File: src/rtl/idelay_cal_pkg.sv
// Shared types for the IDELAY eye-scan calibration sequencer.
// Tap width, tap type, sequencer state encoding and the tap-midpoint helper.
package idelay_cal_pkg;

   localparam int TAP_W = 9;

   typedef logic [TAP_W-1:0] tap_t;

   typedef enum logic [3:0] {
      IDLE,
      SET_TAP,
      WAIT_RDY,
      MEASURE,
      EVAL,
      CENTER,
      WAIT_FINAL,
      NEXT_LANE,
      DONE
   } state_t;

   // floor((a+b)/2) with a carry bit so the sum cannot wrap
   function automatic tap_t tap_mid(input tap_t a, input tap_t b);
      logic [TAP_W:0] s;
      s = {1'b0, a} + {1'b0, b};
      return s[TAP_W:1];
   endfunction

endpackage

File: src/rtl/idelay_eye_scan_ctrl_run_tracker.sv
// Open-run / best-run bookkeeping for one tap sweep.
// Widest passing run wins; a tie keeps the run found first.
module eye_run_tracker
   import idelay_cal_pkg::*;
(
   input  logic clk,
   input  logic rst,
   input  logic clr,
   input  logic valid,
   input  logic pass,
   input  tap_t tap,
   input  logic flush,
   output logic best_valid,
   output tap_t best_first,
   output tap_t best_last
);

   logic open_q, open_d;
   tap_t first_q, first_d;
   tap_t last_q, last_d;
   logic bv_q, bv_d;
   tap_t bf_q, bf_d;
   tap_t bl_q, bl_d;

   logic eff_open;
   tap_t eff_first;
   tap_t eff_last;
   logic close_run;
   tap_t run_w;
   tap_t best_w;

   // fold the current tap into the open run, then close and rank it if needed
   always_comb begin
      eff_open  = open_q;
      eff_first = first_q;
      eff_last  = last_q;
      if (valid && pass) begin
         if (!open_q) begin
            eff_first = tap;
         end
         eff_last = tap;
         eff_open = 1'b1;
      end
      close_run = eff_open && ((valid && !pass) || flush);
      run_w     = eff_last - eff_first;
      best_w    = bl_q - bf_q;
      open_d    = eff_open && !close_run;
      first_d   = eff_first;
      last_d    = eff_last;
      bv_d      = bv_q;
      bf_d      = bf_q;
      bl_d      = bl_q;
      if (close_run && (!bv_q || (run_w > best_w))) begin
         bv_d = 1'b1;
         bf_d = eff_first;
         bl_d = eff_last;
      end
      if (clr) begin
         open_d  = 1'b0;
         first_d = '0;
         last_d  = '0;
         bv_d    = 1'b0;
         bf_d    = '0;
         bl_d    = '0;
      end
   end

   // tracker registers
   always_ff @(posedge clk or posedge rst) begin
      if (rst) begin
         open_q  <= 1'b0;
         first_q <= '0;
         last_q  <= '0;
         bv_q    <= 1'b0;
         bf_q    <= '0;
         bl_q    <= '0;
      end else begin
         open_q  <= open_d;
         first_q <= first_d;
         last_q  <= last_d;
         bv_q    <= bv_d;
         bf_q    <= bf_d;
         bl_q    <= bl_d;
      end
   end

   assign best_valid = bv_q;
   assign best_first = bf_q;
   assign best_last  = bl_q;

endmodule

File: src/rtl/idelay_eye_scan_ctrl.sv
// Per-lane IDELAY tap calibration: sweep taps, count checker errors,
// and park each lane at the centre of its widest error-free run.
module idelay_eye_scan_ctrl
   import idelay_cal_pkg::*;
#(
   parameter int NUM_LANES    = 4,
   parameter int TAP_MAX      = 511,
   parameter int TAP_STEP     = 8,
   parameter int WINDOW       = 1024,
   parameter int DONE_TIMEOUT = 256,
   parameter int TAP_DEFAULT  = 0,
   localparam int LANE_W = (NUM_LANES > 1) ? $clog2(NUM_LANES) : 1
)(
   input  logic                       clk,
   input  logic                       rst,
   input  logic                       start,
   input  logic [NUM_LANES-1:0]       dly_done,
   input  logic [NUM_LANES-1:0]       err,
   output logic [TAP_W*NUM_LANES-1:0] load_value,
   output logic                       busy,
   output logic                       cal_done,
   output logic [NUM_LANES-1:0]       lane_fail,
   output logic [LANE_W-1:0]          cur_lane
);

   localparam int TIMER_W = $clog2(DONE_TIMEOUT + 1);
   localparam int WIN_W   = (WINDOW > 1) ? $clog2(WINDOW) : 1;

   localparam logic [TIMER_W-1:0] TMO      = TIMER_W'(DONE_TIMEOUT);
   localparam logic [TIMER_W-1:0] BLANK    = TIMER_W'(2);
   localparam logic [WIN_W-1:0]   WIN_LAST = WIN_W'(WINDOW - 1);
   localparam logic [LANE_W-1:0]  LANE_END = LANE_W'(NUM_LANES - 1);
   localparam logic [TAP_W:0]     STEP_X   = (TAP_W+1)'(TAP_STEP);
   localparam logic [TAP_W:0]     MAX_X    = (TAP_W+1)'(TAP_MAX);
   localparam tap_t               TAP_DEF  = tap_t'(TAP_DEFAULT);

   state_t state_q, state_d;
   logic [LANE_W-1:0] lane_q, lane_d;
   tap_t tap_q, tap_d;
   logic [TIMER_W-1:0] timer_q, timer_d;
   logic [WIN_W-1:0] win_q, win_d;
   logic [15:0] err_cnt_q, err_cnt_d;
   tap_t [NUM_LANES-1:0] load_q, load_d;
   logic [NUM_LANES-1:0] fail_q, fail_d;
   logic cal_done_q, cal_done_d;

   logic trk_clr;
   logic trk_valid;
   logic trk_flush;
   logic best_valid;
   tap_t best_first;
   tap_t best_last;
   logic [TAP_W:0] tap_nxt;
   logic lane_rdy;

   eye_run_tracker u_trk (
      .clk        (clk),
      .rst        (rst),
      .clr        (trk_clr),
      .valid      (trk_valid),
      .pass       (err_cnt_q == 16'd0),
      .tap        (tap_q),
      .flush      (trk_flush),
      .best_valid (best_valid),
      .best_first (best_first),
      .best_last  (best_last)
   );

   assign tap_nxt  = {1'b0, tap_q} + STEP_X;
   assign lane_rdy = (timer_q >= BLANK) && dly_done[lane_q];

   // sequencer next-state and datapath updates
   always_comb begin
      state_d    = state_q;
      lane_d     = lane_q;
      tap_d      = tap_q;
      timer_d    = timer_q;
      win_d      = win_q;
      err_cnt_d  = err_cnt_q;
      load_d     = load_q;
      fail_d     = fail_q;
      cal_done_d = cal_done_q;
      trk_clr    = 1'b0;
      trk_valid  = 1'b0;
      trk_flush  = 1'b0;
      unique case (state_q)
         IDLE, DONE: begin
            if (start) begin
               cal_done_d = 1'b0;
               fail_d     = '0;
               lane_d     = '0;
               tap_d      = '0;
               trk_clr    = 1'b1;
               state_d    = SET_TAP;
            end
         end
         SET_TAP: begin
            load_d[lane_q] = tap_q;
            timer_d        = '0;
            state_d        = WAIT_RDY;
         end
         WAIT_RDY: begin
            if (lane_rdy) begin
               err_cnt_d = '0;
               win_d     = '0;
               state_d   = MEASURE;
            end else if (timer_q >= TMO) begin
               fail_d[lane_q] = 1'b1;
               load_d[lane_q] = TAP_DEF;
               state_d        = NEXT_LANE;
            end else begin
               timer_d = timer_q + TIMER_W'(1);
            end
         end
         MEASURE: begin
            if (err[lane_q] && (err_cnt_q != 16'hFFFF)) begin
               err_cnt_d = err_cnt_q + 16'd1;
            end
            win_d = win_q + WIN_W'(1);
            if (win_q == WIN_LAST) begin
               state_d = EVAL;
            end
         end
         EVAL: begin
            trk_valid = 1'b1;
            if (tap_nxt > MAX_X) begin
               trk_flush = 1'b1;
               state_d   = CENTER;
            end else begin
               tap_d   = tap_nxt[TAP_W-1:0];
               state_d = SET_TAP;
            end
         end
         CENTER: begin
            if (best_valid) begin
               load_d[lane_q] = tap_mid(best_first, best_last);
            end else begin
               fail_d[lane_q] = 1'b1;
               load_d[lane_q] = TAP_DEF;
            end
            timer_d = '0;
            state_d = WAIT_FINAL;
         end
         WAIT_FINAL: begin
            if (lane_rdy) begin
               state_d = NEXT_LANE;
            end else if (timer_q >= TMO) begin
               fail_d[lane_q] = 1'b1;
               state_d        = NEXT_LANE;
            end else begin
               timer_d = timer_q + TIMER_W'(1);
            end
         end
         NEXT_LANE: begin
            if (lane_q == LANE_END) begin
               cal_done_d = 1'b1;
               state_d    = DONE;
            end else begin
               lane_d  = lane_q + LANE_W'(1);
               tap_d   = '0;
               trk_clr = 1'b1;
               state_d = SET_TAP;
            end
         end
         default: begin
            state_d = IDLE;
         end
      endcase
   end

   // sequencer state and per-lane outputs
   always_ff @(posedge clk or posedge rst) begin
      if (rst) begin
         state_q    <= IDLE;
         lane_q     <= '0;
         tap_q      <= '0;
         timer_q    <= '0;
         win_q      <= '0;
         err_cnt_q  <= '0;
         load_q     <= {NUM_LANES{TAP_DEF}};
         fail_q     <= '0;
         cal_done_q <= 1'b0;
      end else begin
         state_q    <= state_d;
         lane_q     <= lane_d;
         tap_q      <= tap_d;
         timer_q    <= timer_d;
         win_q      <= win_d;
         err_cnt_q  <= err_cnt_d;
         load_q     <= load_d;
         fail_q     <= fail_d;
         cal_done_q <= cal_done_d;
      end
   end

   assign load_value = load_q;
   assign busy       = (state_q != IDLE) && (state_q != DONE);
   assign cal_done   = cal_done_q;
   assign lane_fail  = fail_q;
   assign cur_lane   = lane_q;

endmodule
File: config.mk
export PLATFORM = sky130hd
export DESIGN_NAME = idelay_eye_scan_ctrl
export DESIGN_NICKNAME = d
export VERILOG_FILES = /design/src/rtl/idelay_cal_pkg.sv /design/src/rtl/idelay_eye_scan_ctrl_run_tracker.sv /design/src/rtl/idelay_eye_scan_ctrl.sv
export SDC_FILE = /design/constraint.sdc
export NUM_CORES = 1
export LEC_CHECK = 0
export CAP_MARGIN = 25
export CORE_ASPECT_RATIO = 1.75
export CORE_MARGIN = 1.5
export CORE_UTILIZATION = 59
export CTS_BUF_LIST = sky130_fd_sc_hd__clkbuf_16
export CTS_CLUSTER_DIAMETER = 100
export DETAILED_ROUTE_END_ITERATION = 16
export PLACE_DENSITY_LB_ADDON = 0.25
export SLEW_MARGIN = 20
export SYNTH_ARGS = -nofsm -noshare
export SYNTH_HDL_FRONTEND = slang
export SYNTH_SLANG_ARGS = --single-unit
export TNS_END_PERCENT = 30
File: constraint.sdc
create_clock -name clk -period 6.8 [get_ports clk]
set_clock_uncertainty 0.05 [all_clocks]
set_input_delay 1.36 -clock clk [delete_from_list [all_inputs] [get_ports clk]]
set_output_delay 1.36 -clock clk [all_outputs]
set_load 0.01 [all_outputs]
==> results of run 1 <==
[placed cells by master (no fill, tap or decap), drive strengths merged, types with 7 or more instances in the layout]
| cell | instances |
|---|---|
| clkdlybuf4s50 | 54 |
| nand4 | 17 |
| dfrtp | 126 |
| a22o | 8 |
| xnor2 | 18 |
| mux2i | 14 |
| xor2 | 27 |
| ha | 42 |
| o31ai | 11 |
| nor2 | 76 |
| a21oi | 42 |
| nand3 | 36 |
| buf | 8 |
| mux2 | 16 |
| clkbuf | 17 |
| nor2b | 8 |
| inv | 51 |
| nand2 | 74 |
| nand2b | 8 |
| a21o | 7 |
| nor3 | 14 |
| o21ai | 58 |
[power by group through the flow]
stage | clock (µW) | sequential (µW) | combinational (µW)
6_report | 899 | 915 | 666
3_3_place_gp | 0 | 916 | 621
3_5_place_dp | 0 | 925 | 660
5_1_grt | 940 | 926 | 731
4_1_cts | 907 | 912 | 665
2_1_floorplan | 0 | 890 | 486
[area by class of cell]
class | count | area [µm²] | share of cell area (%)
multi-input combinational | 562 | 3711 | 44.16
sequential | 126 | 3153 | 37.52
timing repair buffer | 62 | 620.6 | 7.385
clock buffer | 17 | 425.4 | 5.063
tap | 137 | 171.4 | 2.040
inverter | 43 | 163.9 | 1.951
clock inverter | 15 | 157.7 | 1.876
[how the worst max path moves through the flow]
stage                             startpoint                               to  depth (start not counted)
floorplan           err_cnt_q[0]$_DFFE_PP0P_  u_trk.best_first[5]$_DFFE_PP0P_                         24
global placement      state_q[0]$_DFFE_PP0P_   u_trk.best_last[4]$_DFFE_PP0P_                         21
detailed placement    state_q[0]$_DFFE_PP0P_  u_trk.best_first[7]$_DFFE_PP0P_                         21
global route          state_q[0]$_DFFE_PP0P_   u_trk.best_last[8]$_DFFE_PP0P_                         21
finish                state_q[0]$_DFFE_PP0P_   u_trk.best_last[8]$_DFFE_PP0P_                         21
CTS                   state_q[0]$_DFFE_PP0P_  u_trk.best_first[7]$_DFFE_PP0P_                         21
[logic make-up after synthesis]
| family | after synthesis |
|---|---|
| XOR/XNOR | 45 |
| adder cells (fa/ha/maj) | 46 |
| flip-flops | 126 |
| AO/OA/AOI/OAI | 165 |
| multiplexers | 32 |
| AND/OR/NAND/NOR | 274 |
| buffers and inverters | 79 |
[sequential cells by signal, summed over array words and instances (netlist names), 2 cells and up]
name              flops
tap_q                 6
cur_lane              2
u_trk.first_q         9
win_q                10
u_trk.best_first      9
lane_fail             4
timer_q               9
load_value           36
u_trk.best_last       9
state_q               4
u_trk.last_q          9
err_cnt_q            16
[critical path, stage by stage (launching register included)]
cell and delay (ns):
dfrtp_1 0.49, or2_4 0.29, nor3b_1 0.50, nand3_1 0.55, and2_1 0.37, ha_1 0.21
fa_1 0.40, nor2b_1 0.17, o21ai_0 0.19, a21oi_1 0.18, o21ai_0 0.13, o22ai_1 0.26
a21oi_1 0.11, xnor2_1 0.13, ha_1 0.31, nand4_1 0.10, a21oi_1 0.05, o41ai_1 0.32
a311o_1 0.22, buf_4 0.33, nand3_1 0.17, o31ai_1 0.09
[metrics by stage]
step | instances | hold slack [ns] | power, µW | util, %
2_1_floorplan | 767 | 0.4068 | 1376 | -
3_3_place_gp | 929 | 0.4112 | 1537 | 65.28
3_5_place_dp | 930 | 0.4191 | 1585 | 65.51
4_1_cts | 962 | 0.4324 | 2485 | 70.40
5_1_grt | 962 | 0.4618 | 2597 | 70.40
6_report | 962 | 0.4270 | 2480 | 70.40
[routing by layer]
metal | part of all wire [%] | global-route usage (%) | wire length [µm]
met1 | 37 | 31.21 | 6392
met2 | 55 | 50.90 | 9411
met3 | 3.5 | 5.257 | 600
met4 | 4.9 | 15.89 | 845
met5 | 0 | 0 | 0
==> results_dict.tcl, run 1 <==
set metrics [dict create \
    max_freq_mhz 174.1 \
    io_pins 55 \
    place_ws_ns 1.130 \
    cts_hold_buf 0 \
    min_from "load_value[6]$_DFFE_PP0P_" \
    synth_common_cells "dfrtp_1, nor2_1, nand2_1" \
    track_usage_pct 28.52 \
    grt-ovfl-total 0 \
    drt-total-wl_mm 17.25 \
    drt_pre_antenna_iters 5 \
    hold_depth 2 \
    synthMostInstantiatedCell "dfrtp_1" \
    die_w_um 86.51 \
    power_density_mw_per_mm2 295.1 \
    critPathLaunchType "register" \
    ys_types 62 \
    synth-seq-area-share_pct 43.80 \
    antenna_cells 0 \
    placed_area_mm2 0.007820 \
    synthSimpleGateAreaFrac_pct 18.37 \
    clock-sinks 126 \
    relSlewSlack_pct 42.28 \
    viasPerCell 6.168 \
    synth-async-reset-ratio_pct 100.0 \
    r2r_end "u_trk.best_last[8]$_DFFE_PP0P_" \
    synth_top_family_by_area "simple AND/OR/NAND/NOR gates" \
    rsz0062_at_grt "false" \
    swShare_pct 34.71 \
    worstSetupEndpointType "register" \
    ir_drop_mv 0.2190 \
    synth_top_area_cell "dfrtp_1" \
    ys_ff_latch 126 \
    drc_errors 0 \
    min_to "load_value[6]$_DFFE_PP0P_" \
    path_clk_slew_ns 0.06 \
    synth_compound_area_share_pct 14.36 \
    synthFlopType "dfrtp_1" \
    synthToLayoutAreaGrowth_pct 16.72 \
    finalWorstSetupSlack_ns 1.055 \
    syn_nets 823 \
    cts_inserted_buffers 17 \
    antenna_found_initial 0 \
    hold_viol 0 \
    start_util_pct 60.31 \
    synth_warnings 0 \
    num_vias 5934 \
    min_period_over_period_pct 84.48 \
    cts.repair.resized 0 \
    muxShareOfSynthArea_pct 5.075 \
    postRouteAntennaNets 0 \
    rows 53 \
    finalSetupViolCount 0 \
    synth_area_mm2 0.007199 \
    worstSkewPairLatency_ns 0.42 \
    num-nets-final 868 \
    r2r_start "state_q[0]$_DFFE_PP0P_" \
    rrSetupSlack_ns 1.06 \
    synth-adder-area-share_pct 8.273 \
    layout_min_cycle_time_ns 5.745 \
    arrival_ns 6.02 \
    p_sw_uw 860.7 \
    tritoncts "yes" \
    worstPathRequired_ns 7.07 \
    crit_fanout 36 \
    pwr-share-comb_pct 26.8 \
    finalMaxSlewViolations 0 \
    post_cts_buffers 0 \
    portBuffers 54 \
    tns_ns 0 \
    grt_pass1_vias 6044 \
    wl_per_cell_um 17.93 \
    final_area_mm2 0.008403 \
    dieArea_mm2 0.01290 \
    synthCells 767 \
    synth_top_area_share_pct 43.80 \
    grt_start_max_net_pins 72 \
    dp.final_hpwl_mm 12.81 \
    first_iter_violations 560 \
    critical_path_class "reg -> reg" \
    outcome "finished, final reports clean" \
    grt_first_pass_wirelength_mm 28.49 \
    avgSynthCellArea_um2 9.386 \
    sequentialPowerShare_pct 36.9 \
    fp.coreArea_mm2 0.01194 \
    reg2regPathDepth 21 \
    fillers 908 \
    drive_above_1_share_pct 7.394 \
    tightest_slew_ns 0.8658 \
    internal-power_uw 1619 \
    ys_top_cells_by_area "dfrtp_1, ha_1, nor2_1, nand2_1, xor2_1" \
    cts_htree_levels 4 \
    globalplace.congestion 0.8991 \
    synth-xor-area-share_pct 5.474 \
    root_buffer "clkbuf_16" \
    clkPwrFrac_pct 36.3 \
    power_leakage_uw 0.004008 \
    fp.dieH_um 149.1 \
    cts_buffer_depth 2 \
    synth_edf_count 0 \
    drv_cap 0 \
    hp-class "reg -> reg" \
]
No activity file was read; power rests on OpenSTA's default activity.
==> inputs of run 2 (changes only) <==
==> constraint.sdc (replaced) <==
create_clock -name clk -period 6 [get_ports clk]
set_clock_uncertainty 0.05 [all_clocks]
set_input_delay 1.2 -clock clk [delete_from_list [all_inputs] [get_ports clk]]
set_output_delay 1.2 -clock clk [all_outputs]
set_load 0.01 [all_outputs]
==> run 2 against run 1 <==
  * Critical path depth increased by 3
  * Combinational power is 13% higher
  * Non-clock buffer count rose by 2
  * Setup slack lost 0.48 ns
  * Clock power increased by 17%
  * Largest cell class unchanged
  * Largest power group is now the clock network
  * Highest routed layer unchanged
==> results_dict.tcl, run 2 (same netlist as run 1, synthesis figures left out) <==
set metrics [dict create \
    outcome "finished, final reports clean" \
    finalMaxSlewViolations 0 \
    final_common_cell "dfrtp_1" \
    num-nets-final 870 \
    drive_above_1_share_pct 7.739 \
    drt_pre_antenna_iters 5 \
    io_pins 55 \
    ir_drop_mv 0.3450 \
    arrival_ns 5.70 \
    max_freq_mhz 184.3 \
    cts_hold_buf 0 \
    layout_min_cycle_time_ns 5.425 \
    num_vias 5947 \
    grt_first_pass_wirelength_mm 29.28 \
    globalplace.congestion 0.8919 \
    path_clk_slew_ns 0.07 \
    crit_fanout 36 \
    tightest_slew_ns 0.7638 \
    portBuffers 54 \
    grt_start_max_net_pins 78 \
    dieArea_mm2 0.01290 \
    start_util_pct 60.31 \
    tritoncts "yes" \
    largest_reg_flops 36 \
    wl_per_cell_um 18.07 \
    die_w_um 86.51 \
    finalSetupViolCount 0 \
    power_leakage_uw 0.004040 \
    relSlewSlack_pct 48.98 \
    cts_inserted_buffers 17 \
    rrSetupSlack_ns 0.58 \
    first_iter_violations 343 \
    viasPerCell 6.169 \
    track_usage_pct 29.26 \
    critPathLaunchType "register" \
    worstPathRequired_ns 6.27 \
    rsz0062_at_grt "false" \
    rows 53 \
    critical_path_class "reg -> reg" \
    antenna_found_initial 0 \
    clock-sinks 126 \
    hold_viol 0 \
    cts_buffer_depth 2 \
    fp.dieH_um 149.1 \
    synthToLayoutAreaGrowth_pct 17.45 \
    cts.repair.resized 0 \
    drt-total-wl_mm 17.42 \
    fin_cells 964 \
    finalWorstSetupSlack_ns 0.5752 \
    most-common-layout-cells "dfrtp_1, nor2_1, nand2_1" \
    worstSkewPairLatency_ns 0.43 \
    cts_htree_levels 4 \
    dp.cells 931 \
    post_cts_buffers 0 \
    power_density_mw_per_mm2 336.1 \
    hp-class "reg -> reg" \
    grt_pass1_vias 6221 \
    place_ws_ns 0.6982 \
    tns_ns 0 \
    min_period_over_period_pct 90.41 \
    fp.coreArea_mm2 0.01194 \
    final_core_util_pct 70.84 \
    postRouteAntennaNets 0 \
    drc_errors 0 \
    antenna_cells 0 \
    dp.final_hpwl_mm 12.72 \
    root_buffer "clkbuf_16" \
    worstSetupEndpointType "register" \
    power_uw 2842 \
    drv_cap 0 \
    grt-ovfl-total 0 \
]
run 2: changes by cell type in the layout (fill, tap and decap cells not counted):
cell and delta:
inv_6 -5, inv_1 -1, buf_8 +1, clkinv_2 -2, bufinv_16 -1, clkinvlp_4 -3, clkinv_8 +2, buf_4 +1
inv_8 +8, clkinv_4 +2
run 2: final cells by class:
cell class	count	area (µm²)
clock buffer	17	425.4
clock inverter	15	187.7
fill	896	3481
inverter	43	163.9
multi-input combinational	562	3711
sequential	126	3153
tap	137	171.4
timing repair buffer	64	643.1
run 2: layer usage:
layer	GRT usage [%]	up-vias	part of all wire, %
met1	30.84	2912	37
met5	0	-	0
li1	-	2803	-
met2	53.55	176	55
met3	6.087	56	3.4
met4	15.16	0	4.6
run 2: worst max-delay path, cell delays in order, from the launching register on:
cell	delay [ns]
dfrtp_1	0.44
inv_1	0.09
ha_1	0.13
nor4b_1	0.38
and4_1	0.35
nand3_1	0.10
buf_4	0.22
and2_1	0.19
ha_1	0.20
fa_1	0.41
nor2b_1	0.17
o21ai_0	0.18
a21oi_1	0.18
o21ai_0	0.12
o22ai_1	0.26
a21oi_1	0.11
xnor2_1	0.19
ha_1	0.27
nand4_1	0.10
a21oi_1	0.05
o41ai_1	0.34
a311o_1	0.22
buf_4	0.33
nand3_1	0.13
o31ai_1	0.08
run 2: where the power goes:
group	switching, µW	internal, µW
Sequential	112	924
Clock	451	602
Combinational	462	291
Total	1020	1820
run 2: stage by stage:
step | hold slack, ns | area [µm²]
floorplan | 0.4068 | 7199
global placement | 0.4131 | 7800
detailed placement | 0.4285 | 7815
CTS | 0.4440 | 8428
global route | 0.4577 | 8456
finish | 0.4387 | 8456
run 2: worst paths after layout:
path,start,endpoint,depth (start not counted)
max,err_cnt_q[0]$_DFFE_PP0P_,u_trk.best_first[8]$_DFFE_PP0P_,24
min,load_value[30]$_DFFE_PP0P_,load_value[30]$_DFFE_PP0P_,2
max reg2reg,err_cnt_q[0]$_DFFE_PP0P_,u_trk.best_first[8]$_DFFE_PP0P_,24
min reg2reg,load_value[30]$_DFFE_PP0P_,load_value[30]$_DFFE_PP0P_,2
max in group asynchronous,rst,u_trk.first_q[1]$_DFF_PP0_,4
min in group asynchronous,rst,load_value[10]$_DFFE_PP0P_,2
==> inputs of run 3 (changes only) <==
--- a/config.mk
+++ b/config.mk
@@ -7,7 +7,6 @@
 export LEC_CHECK = 0
 export CAP_MARGIN = 25
 export CORE_ASPECT_RATIO = 1.75
-export CORE_MARGIN = 1.5
 export CORE_UTILIZATION = 59
 export CTS_BUF_LIST = sky130_fd_sc_hd__clkbuf_16
 export CTS_CLUSTER_DIAMETER = 100
==> run 3 against run 2 <==
  * Sequential share of layout area barely moved
  * Utilization about the same
  * Routed wire length fell by 0.69%
  * Register-to-register slack lost 0.05 ns
  * Flip-flop and latch count is the same
  * Worst hold slack worse by 0.013 ns
  * Critical path type unchanged
==> results_dict.tcl, run 3 (same netlist as run 1, synthesis figures left out) <==
set metrics [dict create \
    post_cts_buffers 0 \
    worstSetupEndpointType "register" \
    r2r_start "state_q[0]$_DFFE_PP0P_" \
    num-nets-final 870 \
    io_pins 55 \
    num_vias 5959 \
    reg2regPathDepth 22 \
    relSlewSlack_pct 47.49 \
    largest_reg_flops 36 \
    whs_ns 0.4257 \
    grt_start_max_net_pins 83 \
    clock-sinks 126 \
    drv_cap 0 \
    final_core_util_pct 70.88 \
    cts_htree_levels 4 \
    portBuffers 54 \
    max_freq_mhz 182.6 \
    rows 53 \
    cts_buffer_depth 2 \
    antenna_cells 0 \
    grt_pass1_vias 5961 \
    r2r_end "u_trk.best_last[8]$_DFFE_PP0P_" \
    ir_drop_mv 0.2859 \
    cts.repair.resized 0 \
    finalMaxSlewViolations 0 \
    critical_path_class "reg -> reg" \
    dp.final_hpwl_mm 12.62 \
    first_iter_violations 353 \
    critPathLaunchType "register" \
    rsz0062_at_grt "false" \
    viasPerCell 6.182 \
    dieArea_mm2 0.01267 \
    crit_end "u_trk.best_last[8]$_DFFE_PP0P_" \
    synthToLayoutAreaGrowth_pct 17.52 \
    min_period_over_period_pct 91.25 \
    crit_fanout 36 \
    drive_above_1_share_pct 7.739 \
    drt-total-wl_mm 17.30 \
    power_density_mw_per_mm2 337.3 \
    tritoncts "yes" \
    layout_min_cycle_time_ns 5.475 \
    drt_pre_antenna_iters 7 \
    root_buffer "clkbuf_16" \
    final_common_cell "dfrtp_1" \
    hp-class "reg -> reg" \
    worstPathRequired_ns 6.24 \
    tns_ns 0 \
    power_leakage_uw 0.004041 \
    tightest_slew_ns 0.7860 \
    cts_hold_buf 0 \
    cts_inserted_buffers 17 \
    start_util_pct 60.31 \
    drc_errors 0 \
    grt_first_pass_wirelength_mm 28.84 \
    most-common-layout-cells "dfrtp_1, nor2_1, nand2_1" \
    worstSkewPairLatency_ns 0.42 \
    fp.coreArea_mm2 0.01194 \
    globalplace.congestion 0.9066 \
    die_w_um 85.51 \
    postRouteAntennaNets 0 \
    hold_viol 0 \
    track_usage_pct 29.34 \
    place_ws_ns 0.7413 \
    fp.dieH_um 148.1 \
    arrival_ns 5.72 \
    rrSetupSlack_ns 0.52 \
    path_clk_slew_ns 0.06 \
    fillers 878 \
    wl_per_cell_um 17.95 \
    antenna_found_initial 0 \
    outcome "finished, final reports clean" \
    finalSetupViolCount 0 \
    finalWorstSetupSlack_ns 0.5247 \
    startpoint "state_q[0]$_DFFE_PP0P_" \
    grt-ovfl-total 0 \
]
[run 3: cell types whose count changed in the layout (fill, tap and decap cells not counted)]
| cell | change |
|---|---|
| inv_8 | -1 |
| clkinv_8 | +1 |
[run 3: how the worst min path moves through the flow]
stage	startpoint	end	slack (ns)	cells after the start
detailed placement	load_value[6]$_DFFE_PP0P_	load_value[6]$_DFFE_PP0P_	0.42	2
CTS	load_value[6]$_DFFE_PP0P_	load_value[6]$_DFFE_PP0P_	0.43	2
floorplan	win_q[9]$_DFFE_PP0P_	win_q[9]$_DFFE_PP0P_	0.41	1
global placement	load_value[15]$_DFFE_PP0P_	load_value[15]$_DFFE_PP0P_	0.41	2
global route	load_value[3]$_DFFE_PP0P_	load_value[3]$_DFFE_PP0P_	0.45	2
finish	load_value[3]$_DFFE_PP0P_	load_value[3]$_DFFE_PP0P_	0.43	2
[run 3: layout make-up]
cell class              instances  area (µm²)  share of cell area (%)
clock buffers                  17       425.4                   5.028
inverters                      43       163.9                   1.937
clock inverters                15       192.7                   2.277
multi-input cells             562        3711                   43.86
flip-flops and latches        126        3153                   37.27
well taps                     137       171.4                   2.026
repair buffers                 64       643.1                   7.601
[run 3: stage by stage]
step	area, µm²	instances	power (µW)
finish	8461	964	2854
global route	8461	964	2997
CTS	8433	963	2853
detailed placement	7815	931	1787
global placement	7800	930	1749
floorplan	7199	767	1559
[run 3: report_power, final]
part / leakage (µW) / internal, µW / switching (µW)
sequential: 0.00174 / 924 / 112
clock: 0.000304 / 603 / 457
combinational: 0.00200 / 291 / 467
[run 3: layer usage]
metal / share of wire (%) / GRT usage [%]
met5: 0 / 0
met4: 4.3 / 16.08
met3: 3.3 / 6.382
met2: 55 / 52.04
met1: 38 / 32.17
[run 3: worst max-delay path, cell delays in order, from the launching register on]
cell and delay (ns):
dfrtp_1 0.49, or2_4 0.29, nor3b_1 0.54, nand3_1 0.14, buf_4 0.22, and2_1 0.19
ha_1 0.20, fa_1 0.40, nor2b_1 0.16, o21ai_0 0.18, a21oi_1 0.19, o21ai_0 0.12
o22ai_1 0.25, a21oi_1 0.11, xnor2_1 0.14, ha_1 0.31, nand4_1 0.12, a21oi_1 0.07
o41ai_1 0.34, a311o_1 0.22, buf_4 0.34, nand3_1 0.15, o31ai_1 0.12
